--- config.mk ---
export PLATFORM = sky130hd
export DESIGN_NAME = thrscan_seq_flat
export DESIGN_NICKNAME = d
export VERILOG_FILES = /design/src/rtl/thrscan_pkg.sv /design/src/rtl/thrscan_if.sv /design/src/rtl/thrscan_win_timer.sv /design/src/rtl/thrscan_seq.sv /design/src/flat_wrapper.sv
export SDC_FILE = /design/constraint.sdc
export NUM_CORES = 1
export LEC_CHECK = 0
export BUFFER_PORTS_ARGS = -buffer_cell sky130_fd_sc_hd__buf_2
export CORE_AREA = 2 2 235 237
export CTS_BUF_LIST = sky130_fd_sc_hd__clkbuf_8
export DETAILED_ROUTE_END_ITERATION = 10
export DIE_AREA = 0 0 237 239
export GPL_ROUTABILITY_DRIVEN = 0
export PLACE_DENSITY_LB_ADDON = 0.25
export SYNTH_ARGS = -nofsm -noshare
export SYNTH_HDL_FRONTEND = slang
export SYNTH_SLANG_ARGS = --single-unit
--- constraint.sdc ---
create_clock -name clk -period 7.8 [get_ports clk]
set_input_delay 0 -clock clk [delete_from_list [all_inputs] [get_ports clk]]
set_output_delay 0 -clock clk [all_outputs]
set_load 0.005 [all_outputs]
--- src/rtl/thrscan_pkg.sv ---
// Shared definitions for the threshold-scan sequencer: FSM state encoding
// and default parameter widths.
package thrscan_pkg;

  localparam int DAC_W_DEF = 10;
  localparam int WIN_W_DEF = 32;
  localparam int CNT_W_DEF = 64;

  typedef enum logic [2:0] {
    ST_IDLE   = 3'd0,
    ST_SETTLE = 3'd1,
    ST_SNAP   = 3'd2,
    ST_COUNT  = 3'd3,
    ST_DRAIN  = 3'd4,
    ST_REPORT = 3'd5,
    ST_STEP   = 3'd6
  } state_t;

endpackage

--- src/rtl/thrscan_if.sv ---
// Result handshake bundle: one (threshold, hit count) pair per scan point.
// The master (sequencer) holds the payload until res_valid & res_ready.
interface thrscan_if
  import thrscan_pkg::*;
#(
  parameter int DAC_W = DAC_W_DEF,
  parameter int CNT_W = CNT_W_DEF
);
  logic             res_valid;
  logic             res_ready;
  logic [DAC_W-1:0] res_thr;
  logic [CNT_W-1:0] res_count;

  modport master (output res_valid, output res_thr, output res_count, input res_ready);
  modport slave  (input res_valid, input res_thr, input res_count, output res_ready);
endinterface

--- src/rtl/thrscan_win_timer.sv ---
// Loadable down-counter used for both DAC settle time and counting window.
// expired_o is high during the final cycle of a loaded interval, so a
// state that decrements while waiting for expired_o lasts exactly the
// loaded number of cycles (minimum one).
module thrscan_win_timer #(
  parameter int WIN_W = 32
) (
  input  logic             clk,
  input  logic             rst,
  input  logic             load_i,
  input  logic [WIN_W-1:0] load_val_i,
  input  logic             dec_i,
  output logic             expired_o
);

  logic [WIN_W-1:0] cnt_q;
  logic [WIN_W-1:0] cnt_d;

  // Next count: a load wins over a decrement; never wraps below zero.
  always_comb begin
    cnt_d = cnt_q;
    if (load_i) begin
      cnt_d = load_val_i;
    end else if (dec_i && (cnt_q != '0)) begin
      cnt_d = cnt_q - WIN_W'(1);
    end
  end

  // Count register.
  always_ff @(posedge clk or posedge rst) begin
    if (rst) begin
      cnt_q <= '0;
    end else begin
      cnt_q <= cnt_d;
    end
  end

  assign expired_o = (cnt_q <= WIN_W'(1));

endmodule

--- src/rtl/thrscan_seq.sv ---
// Threshold-scan sequencer. Steps a discriminator DAC code from thr_first to
// thr_last, settles, opens a counting window on an external free-running hit
// counter and reports the hit count of each window over a valid/ready bus.
// Optional feature: define THRSCAN_ABORT_EN to add an 'abort' input that
// drops any scan in progress and returns to IDLE without a done pulse.
module thrscan_seq
  import thrscan_pkg::*;
#(
  parameter int DAC_W = DAC_W_DEF,
  parameter int WIN_W = WIN_W_DEF,
  parameter int CNT_W = CNT_W_DEF
) (
  input  logic             clk,
  input  logic             rst,
  input  logic             start,
  input  logic [DAC_W-1:0] thr_first,
  input  logic [DAC_W-1:0] thr_last,
  input  logic [DAC_W-1:0] thr_step,
  input  logic [WIN_W-1:0] settle_len,
  input  logic [WIN_W-1:0] win_len,
  input  logic [CNT_W-1:0] cnt_in,
`ifdef THRSCAN_ABORT_EN
  input  logic             abort,
`endif
  output logic [DAC_W-1:0] dac_code,
  output logic             cnt_enb,
  thrscan_if.master        res,
  output logic             busy,
  output logic             done
);

  state_t state_q, state_d;

  logic [DAC_W-1:0] thr_last_q, thr_last_d;
  logic [DAC_W-1:0] step_q, step_d;
  logic [WIN_W-1:0] settle_q, settle_d;
  logic [WIN_W-1:0] win_q, win_d;
  logic [DAC_W-1:0] dac_code_q, dac_code_d;
  logic [CNT_W-1:0] snap_q, snap_d;
  logic             res_valid_q, res_valid_d;
  logic [DAC_W-1:0] res_thr_q, res_thr_d;
  logic [CNT_W-1:0] res_count_q, res_count_d;
  logic             busy_q, busy_d;
  logic             done_q, done_d;

  logic             start_acc;
  logic             xfer;
  logic             abort_act;
  logic [DAC_W:0]   next_full;
  logic             last_pt;
  logic [DAC_W-1:0] step_eff;
  logic [WIN_W-1:0] win_eff;

  logic             tmr_load;
  logic [WIN_W-1:0] tmr_val;
  logic             tmr_dec;
  logic             tmr_exp;

`ifdef THRSCAN_ABORT_EN
  assign abort_act = abort && (state_q != ST_IDLE);
`else
  assign abort_act = 1'b0;
`endif

  assign start_acc = start && (state_q == ST_IDLE);
  assign xfer      = res_valid_q && res.res_ready;
  assign step_eff  = (thr_step == '0) ? DAC_W'(1) : thr_step;
  assign win_eff   = (win_len == '0) ? WIN_W'(1) : win_len;

  // Next code is formed one bit wider so a DAC overflow ends the scan
  // instead of wrapping back to a low code.
  assign next_full = {1'b0, dac_code_q} + {1'b0, step_q};
  assign last_pt   = (next_full > {1'b0, thr_last_q});

  thrscan_win_timer #(.WIN_W(WIN_W)) u_timer (
    .clk        (clk),
    .rst        (rst),
    .load_i     (tmr_load),
    .load_val_i (tmr_val),
    .dec_i      (tmr_dec),
    .expired_o  (tmr_exp)
  );

  // Timer control: settle length loaded on the way into SETTLE, window
  // length loaded in SNAP, counting down while in SETTLE or COUNT.
  always_comb begin
    tmr_load = 1'b0;
    tmr_val  = '0;
    tmr_dec  = 1'b0;
    case (state_q)
      ST_IDLE: begin
        tmr_load = start;
        tmr_val  = settle_len;
      end
      ST_STEP: begin
        tmr_load = 1'b1;
        tmr_val  = settle_q;
      end
      ST_SNAP: begin
        tmr_load = 1'b1;
        tmr_val  = win_q;
      end
      ST_SETTLE, ST_COUNT: tmr_dec = 1'b1;
      default: ;
    endcase
  end

  // Next-state logic for the scan FSM.
  always_comb begin
    state_d = state_q;
    case (state_q)
      ST_IDLE:   if (start) state_d = (settle_len != '0) ? ST_SETTLE : ST_SNAP;
      ST_SETTLE: if (tmr_exp) state_d = ST_SNAP;
      ST_SNAP:   state_d = ST_COUNT;
      ST_COUNT:  if (tmr_exp) state_d = ST_DRAIN;
      ST_DRAIN:  state_d = ST_REPORT;
      ST_REPORT: if (xfer) state_d = last_pt ? ST_IDLE : ST_STEP;
      ST_STEP:   state_d = (settle_q != '0) ? ST_SETTLE : ST_SNAP;
      default:   state_d = ST_IDLE;
    endcase
    if (abort_act) state_d = ST_IDLE;
  end

  // Datapath next values: parameter latch, snapshots, result and status.
  always_comb begin
    thr_last_d  = thr_last_q;
    step_d      = step_q;
    settle_d    = settle_q;
    win_d       = win_q;
    dac_code_d  = dac_code_q;
    snap_d      = snap_q;
    res_valid_d = res_valid_q;
    res_thr_d   = res_thr_q;
    res_count_d = res_count_q;
    busy_d      = busy_q;
    done_d      = 1'b0;
    if (start_acc) begin
      thr_last_d = thr_last;
      step_d     = step_eff;
      settle_d   = settle_len;
      win_d      = win_eff;
      dac_code_d = thr_first;
      busy_d     = 1'b1;
    end
    case (state_q)
      ST_SNAP: snap_d = cnt_in;
      ST_DRAIN: begin
        // Modular subtraction gives the right count across counter wrap.
        res_count_d = cnt_in - snap_q;
        res_thr_d   = dac_code_q;
        res_valid_d = 1'b1;
      end
      ST_REPORT: begin
        if (xfer) begin
          res_valid_d = 1'b0;
          if (last_pt) begin
            busy_d = 1'b0;
            done_d = 1'b1;
          end
        end
      end
      ST_STEP: dac_code_d = next_full[DAC_W-1:0];
      default: ;
    endcase
    if (abort_act) begin
      res_valid_d = 1'b0;
      busy_d      = 1'b0;
      done_d      = 1'b0;
    end
  end

  // State register.
  always_ff @(posedge clk or posedge rst) begin
    if (rst) begin
      state_q <= ST_IDLE;
    end else begin
      state_q <= state_d;
    end
  end

  // Datapath registers.
  always_ff @(posedge clk or posedge rst) begin
    if (rst) begin
      thr_last_q  <= '0;
      step_q      <= '0;
      settle_q    <= '0;
      win_q       <= '0;
      dac_code_q  <= '0;
      snap_q      <= '0;
      res_valid_q <= 1'b0;
      res_thr_q   <= '0;
      res_count_q <= '0;
      busy_q      <= 1'b0;
      done_q      <= 1'b0;
    end else begin
      thr_last_q  <= thr_last_d;
      step_q      <= step_d;
      settle_q    <= settle_d;
      win_q       <= win_d;
      dac_code_q  <= dac_code_d;
      snap_q      <= snap_d;
      res_valid_q <= res_valid_d;
      res_thr_q   <= res_thr_d;
      res_count_q <= res_count_d;
      busy_q      <= busy_d;
      done_q      <= done_d;
    end
  end

  assign dac_code      = dac_code_q;
  assign cnt_enb       = (state_q == ST_COUNT) && !abort_act;
  assign res.res_valid = res_valid_q;
  assign res.res_thr   = res_thr_q;
  assign res.res_count = res_count_q;
  assign busy          = busy_q;
  assign done          = done_q;

endmodule

--- src/flat_wrapper.sv ---
// flat-port wrapper written by rule: the top's interface ports become plain ports
module thrscan_seq_flat import thrscan_pkg::*;
#(
  parameter int DAC_W = DAC_W_DEF,
  parameter int WIN_W = WIN_W_DEF,
  parameter int CNT_W = CNT_W_DEF
)
  (clk, rst, start, thr_first, thr_last, thr_step, settle_len, win_len, cnt_in, dac_code, cnt_enb, busy, done, res_res_valid, res_res_thr, res_res_count, res_res_ready);
  thrscan_if #(.DAC_W(DAC_W), .CNT_W(CNT_W)) res_i ();
  input  logic clk;
  input  logic rst;
  input  logic start;
  input  logic [DAC_W-1:0] thr_first;
  input  logic [DAC_W-1:0] thr_last;
  input  logic [DAC_W-1:0] thr_step;
  input  logic [WIN_W-1:0] settle_len;
  input  logic [WIN_W-1:0] win_len;
  input  logic [CNT_W-1:0] cnt_in;
  output logic [DAC_W-1:0] dac_code;
  output logic cnt_enb;
  output logic busy;
  output logic done;
  output wire logic [$bits(res_i.res_valid)-1:0] res_res_valid;
  output wire logic [$bits(res_i.res_thr)-1:0] res_res_thr;
  output wire logic [$bits(res_i.res_count)-1:0] res_res_count;
  input wire logic [$bits(res_i.res_ready)-1:0] res_res_ready;
  assign res_res_valid = res_i.res_valid;
  assign res_res_thr = res_i.res_thr;
  assign res_res_count = res_i.res_count;
  assign res_i.res_ready = res_res_ready;
  thrscan_seq #(.DAC_W(DAC_W), .WIN_W(WIN_W), .CNT_W(CNT_W)) u_core (.clk(clk), .rst(rst), .start(start), .thr_first(thr_first), .thr_last(thr_last), .thr_step(thr_step), .settle_len(settle_len), .win_len(win_len), .cnt_in(cnt_in), .dac_code(dac_code), .cnt_enb(cnt_enb), .res(res_i), .busy(busy), .done(done));
endmodule
Word-level counts from Yosys, hierarchy flattened
Cells that the tools add are included.

$add $sub $neg: 3. Multiply operators: 0. Div/mod/pow operators: 0. $lt $le $gt $ge: 2. Equal/unequal tests: 10. Shift-type cells: 0. Multiplexer cells: 26. Bitwise operators: 0. Reductions and logical operators: 16.

Operators with widths (number): 2-to-1 mux 32 bit (3); one-hot mux 32 bit (3 select lines) (1); nonzero test 32 bit (3); subtractor 64 bit (1); less-or-equal comparator 32 x 1 -> 1 bit (second input constant) (1); zero test 32 bit (1); subtractor 32 x 1 -> 32 bit (second input constant) (1); 2-to-1 mux 10 bit (3); one-hot mux 3 bit (7 select lines) (1); 2-to-1 mux 3 bit (5); adder 10 x 10 -> 11 bit (1); > comparator 11 x 10 -> 1 bit (1); zero test 10 bit (1); == test 3 bit (second input constant) (3); 2-to-1 mux 1 bit (9); == test 3 x 2 -> 1 bit (second input constant) (2); inequality test 2 x 1 -> 1 bit (second input constant) (3); nonzero test 2 bit (3); 2-to-1 mux 2 bit (2); one-hot mux 1 bit (2 select lines) (2); AND reduction 4 bit (1); OR reduction 2 bit (2); == test 3 x 1 -> 1 bit (second input constant) (1); logical AND 1 bit (3); other kinds (3) (3).

Register bits: 270. Bits in latches: 0. Bits in writable memories: 0. ROM bits: 0. Output and inout bits: 88. Word-level logic and storage cells: 70. Memories: 0.

Depth between registers and ports, before layout
Depth after elaboration: 6. Mapped depth: 15.

Hierarchy
Synthesis repeated with hierarchy kept, for this count alone.

Cells, all modules: 1805. Area total of the unflattened synthesis: 16474.6 µm².

By module, submodules not included: thrscan_seq (times used 1, cells an instance 1576, area each 14366.3 µm², seq. area each 5955.7 µm²); thrscan_win_timer (times used 1, cells an instance 229, area each 2108.3 µm², seq. area each 800.8 µm²).

Least setup slack after synthesis
No wires, ideal clock.

Kind: register -> register. Start point: register u_core.dac_code_q[0], in the netlist u_core.dac_code[0]. End point: register u_core.done_q, in the netlist u_core.done. Arrival time: 3.028 ns. Data required time: 7.681 ns. Slack: 4.653 ns. Cell stages (with the launch flop): 16. Path buffers: 0. Path through: dfrtp_1 ha_1 fa_1 a21o_1 a21oi_1 o21bai_1 a21oi_1 o21bai_1 a21oi_1 xnor2_1 ha_1 a21oi_1 o21ai_1 a211oi_1 o21ai_1 and2_1.

Word-level cells in the longest chain between the ends: 5.

RTL lines: start: declaration (RTL line thrscan_seq.sv:38) `logic [DAC_W-1:0] dac_code_q, dac_code_d;`; start signal: assignment (RTL line thrscan_seq.sv:200) `dac_code_q <= dac_code_d;`; adder 10 x 10 -> 11 bit (RTL line thrscan_seq.sv:72) `assign next_full = {1'b0, dac_code_q} + {1'b0, step_q};`; > comparator 11 x 10 -> 1 bit (RTL line thrscan_seq.sv:73) `assign last_pt = (next_full > {1'b0, thr_last_q});`; 2-to-1 mux 1 bit (RTL line thrscan_seq.sv:156) `if (last_pt) begin`; 2-to-1 mux 1 bit (RTL line thrscan_seq.sv:154) `if (xfer) begin`; 2-to-1 mux 1 bit (RTL line thrscan_seq.sv:145) `case (state_q)`; net u_core.done_d (RTL line thrscan_seq.sv:44) `logic done_q, done_d;`; end signal: assignment (RTL line thrscan_seq.sv:206) `done_q <= done_d;`; end: declaration (RTL line thrscan_seq.sv:44).

The timed path passes the listed nets, and every way through them passes these cells. A chain may end at the register's enable or synchronous reset.

Worst setup path after layout
Start point: register u_core.snap_q[0]. End point: register u_core.res_count_q[56], in the netlist u_core.res.res_count[56].

Word-level cells in the longest chain between the ends: 1.

RTL lines: start: declaration (RTL line thrscan_seq.sv:39) `logic [CNT_W-1:0] snap_q, snap_d;`; start signal: assignment (RTL line thrscan_seq.sv:201) `snap_q <= snap_d;`; subtractor 64 bit (RTL line thrscan_seq.sv:149) `res_count_d = cnt_in - snap_q;`; end signal: assignment (RTL line thrscan_seq.sv:204) `res_count_q <= res_count_d;`; end: declaration (RTL line thrscan_seq.sv:42) `logic [CNT_W-1:0] res_count_q, res_count_d;`.

No other way between the ends.

==> metrics.yaml <==
ys_types: 72
critical_path_required_ps: 8380
met2_usage: 0.292
grt_pass1_vias: 14446
layout_min_cycle_time_ps: 3520
drc: 0
synth-seq-area-share: 0.420
power_uw: 8610
die_area_um2: 56600
grt_pass1_wl_um: 78400
cts_buffers: 54
cts-root-buf: "clkbuf_8"
syn_area_per_cell_um2: 9.19
io_buffers: 249
ys_async_sr_fraction: 1.00
core_area_um2: 54300
crit_path_end_kind: "flop"
syn_inst: 1749
wl_um: 49400
fin_tns_setup_ps: 0
grt_max_degree: 132
clock.fmax_mhz: 284
initial_core_util: 0.296
htree_levels: 2
insertion_delay_ps: 640
synth-edff-count: 0
status: "completed"
fp.dieH_um: 239
yosys-top-cells-count: "270 x dfrtp_1, 232 x nand2_1, 123 x a21oi_1, 123 x o21ai_0, 105 x inv_1"
critPathTopFamily: "compound AO/OA/AOI/OAI gates"
r2r_end: "u_core.res.res_count[56]"
fin_util: 0.382
r2r_setup_slack_ps: 4280
yosysMostFrequentCell: "dfrtp_1"
ios: 250
clockBufferDepth: 3
clk_pin_slew_worst_paths_ps: 60
syn-num-nets: 1998
cap_violations: 0
start_kind: "flop"
yosysWarnings: 0
clock_skew_ps: 34.4
nets: 2391
crit_fanout: 3
die_w_um: 237
cellPowerDensity_nw_per_um2: 415
cts_tree: "done"
grt_busiest_layer: "met2"
hold_path.startpoint: "cnt_in[33]"
ir_worst_vdd_uv: 184
multiInputGateArea_um2: 8630
ys.flop_type: "dfrtp_1"
ctsHoldBuffers: 162
drt_iter0_drc: 772
cp_slowest_cell: "or4_1"
synthTopCellsByArea: "dfrtp_1 42%, mux2_2 6.7%, ha_1 6.6%, nand2_1 5.4%, a21oi_1 3.8%"
use_met3: 0.0370
critPathKind: "reg2reg"
ctsResizeCount: 0
hpwl_um: 35900
cpMostUsedCell: "o211ai_1"
overflow: 0
synth_top_area_frac: 0.420
drive_gt1_frac: 0.213
synth_area_um2: 16100
whs_path_depth: 4
crit_arrival_ps: 4100
p_leak_uw: 0.00921
max-slew-margin-rel: 0.298
rows: 86
synth-seq-cells: 270
use_met1: 0.222
antenna_left: 0
finalCritPeriodShare: 0.451
finalInstanceArea_um2: 20800
first_pass_iters: 6
postCtsSetupRepairBufs: 0
synth_largest_area_cell: "dfrtp_1"
syn_to_final_growth_pct: 29.2
r2r_cells: 12
placed_area_um2: 18000
viasPerCell: 4.95
grt_use_total: 0.174
setup_viol: 0
antenna_found_initial: 3
reg2reg_from: "u_core.snap_q[0]"
worst_slew_pin_slew_ps: 1050
cts.sinks: 270
cp_slowest_stage_delay_ps: 470
path_cells: "ha_1 > fa_1 > and2b_1 > o211ai_1 > a211oi_2 > o31a_2 > o311ai_2 > a2111oi_4 > o211ai_1 > and2_4 > or4_1 > nand3_1"
wl_per_cell_um: 17.1
rsz0062_at_grt: "no"
hold_viol_final: 0
hold_end: "u_core.snap_q[33]"
layout.area.seq_um2: 6760
critPathBufInv: 0
hp-class: "in2reg"
final-max-slew-violation-count: 0
fill_cells: 5464
num_vias: 14293
==> tightest hold or removal path: cells and delay by family <==
family	cells	cell delay [ps]
and+or+nand+nor	1	40
AOI/OAI and AO/OA	1	60
buffers and inverters	2	630
==> layout make-up <==
| cell class | instances | area share |
|---|---|---|
| diodes | 1 | 0.000120 |
| clock buffers | 76 | 0.0504 |
| clock inverters | 20 | 0.00524 |
| inverters | 105 | 0.0193 |
| multi-input cells | 1290 | 0.415 |
| flip-flops and latches | 270 | 0.325 |
| well taps | 704 | 0.0424 |
| repair buffers | 421 | 0.142 |
==> metal layers <==
metal | vias up | part of all wire
li1 | 7006 | -
met1 | 6850 | 0.45
met2 | 344 | 0.47
met3 | 89 | 0.054
met4 | 4 | 0.025
met5 | - | 0.00063
==> kinds of logic (layout without fill, tap and decap cells) <==
group                    after synthesis  after routing  synth area share
adder cells (fa/ha/maj)               87             87            0.0687
buffers and inverters                189            622            0.0447
other                                  0              1                 0
AND/OR/NAND/NOR                      518            518             0.157
flip-flops                           270            270             0.420
multiplexers                         119            119            0.0822
XOR/XNOR                              90             90            0.0491
AO/OA/AOI/OAI                        476            476             0.178
==> registers in the layout, indices dropped and copies added (netlist names) <==
register	flops
u_core.win_q	32
u_core.busy	1
u_core.done	1
u_core.settle_q	32
u_core.res.res_thr	10
u_core.res.res_count	64
u_core.snap_q	64
u_core.state_q	3
u_core.dac_code	10
u_core.u_timer.cnt_q	32
u_core.res.res_valid	1
u_core.thr_last_q	10
u_core.step_q	10
==> power breakdown <==
group          switching [uW]  internal, uW  leakage [uW]
clock network             659           888      0.000653
registers                 491          2110       0.00324
logic                    2520          1940       0.00531
total                    3670          4940       0.00921
==> layout by cell type, fill, tap and decap left out, types with 7 or more instances in the layout <==
master	netlist	final
nor4_1	35	34
nor2b_1	11	10
clkbuf_8	0	76
o21ai_1	62	62
nor3b_1	28	28
nor3_1	33	33
a21o_1	31	31
buf_2	6	249
and3_1	7	7
nand4_1	20	20
o21a_1	12	12
ha_1	85	85
xor2_1	31	31
nand2_1	232	231
xnor2_1	59	59
o21bai_1	23	23
inv_1	105	117
mux2i_1	15	15
a21oi_1	123	123
o21ai_0	123	123
buf_4	0	10
mux2_2	96	96
or3_1	7	7
nor2_1	68	66
a31oi_1	13	13
nand2b_1	13	13
nand3_1	27	27
dfrtp_1	270	268
o211ai_1	13	13
dlygate4sd3_1	0	162
a211oi_1	35	35
mux2_1	8	8
o31ai_1	7	7
==> metrics by stage <==
| stage | std cells | hold WS, ps | worst slack (ps) |
|---|---|---|---|
| 3_3_place_gp | 2628 | 218 | 4290 |
| 4_1_cts | 2886 | 53.8 | 4210 |
| 5_1_grt | 2887 | 109 | 3870 |
| 6_report | 2887 | 120 | 4280 |
| 2_1_floorplan | 1749 | 117 | 361 |
| 3_5_place_dp | 2628 | 228 | 4220 |
==> how the worst max path moves through the flow <==
| stage | from | end | cells after the start |
|---|---|---|---|
| 2_1_floorplan | rst | u_core.busy | 1 |
| 3_3_place_gp | u_core.snap_q[0] | u_core.res.res_count[56] | 12 |
| 3_5_place_dp | u_core.snap_q[0] | u_core.res.res_count[56] | 12 |
| 4_1_cts | u_core.snap_q[0] | u_core.res.res_count[56] | 12 |
| 5_1_grt | u_core.dac_code[0] | u_core.done | 15 |
| 6_report | u_core.snap_q[0] | u_core.res.res_count[56] | 12 |
No activity file was read; power rests on OpenSTA's default activity.
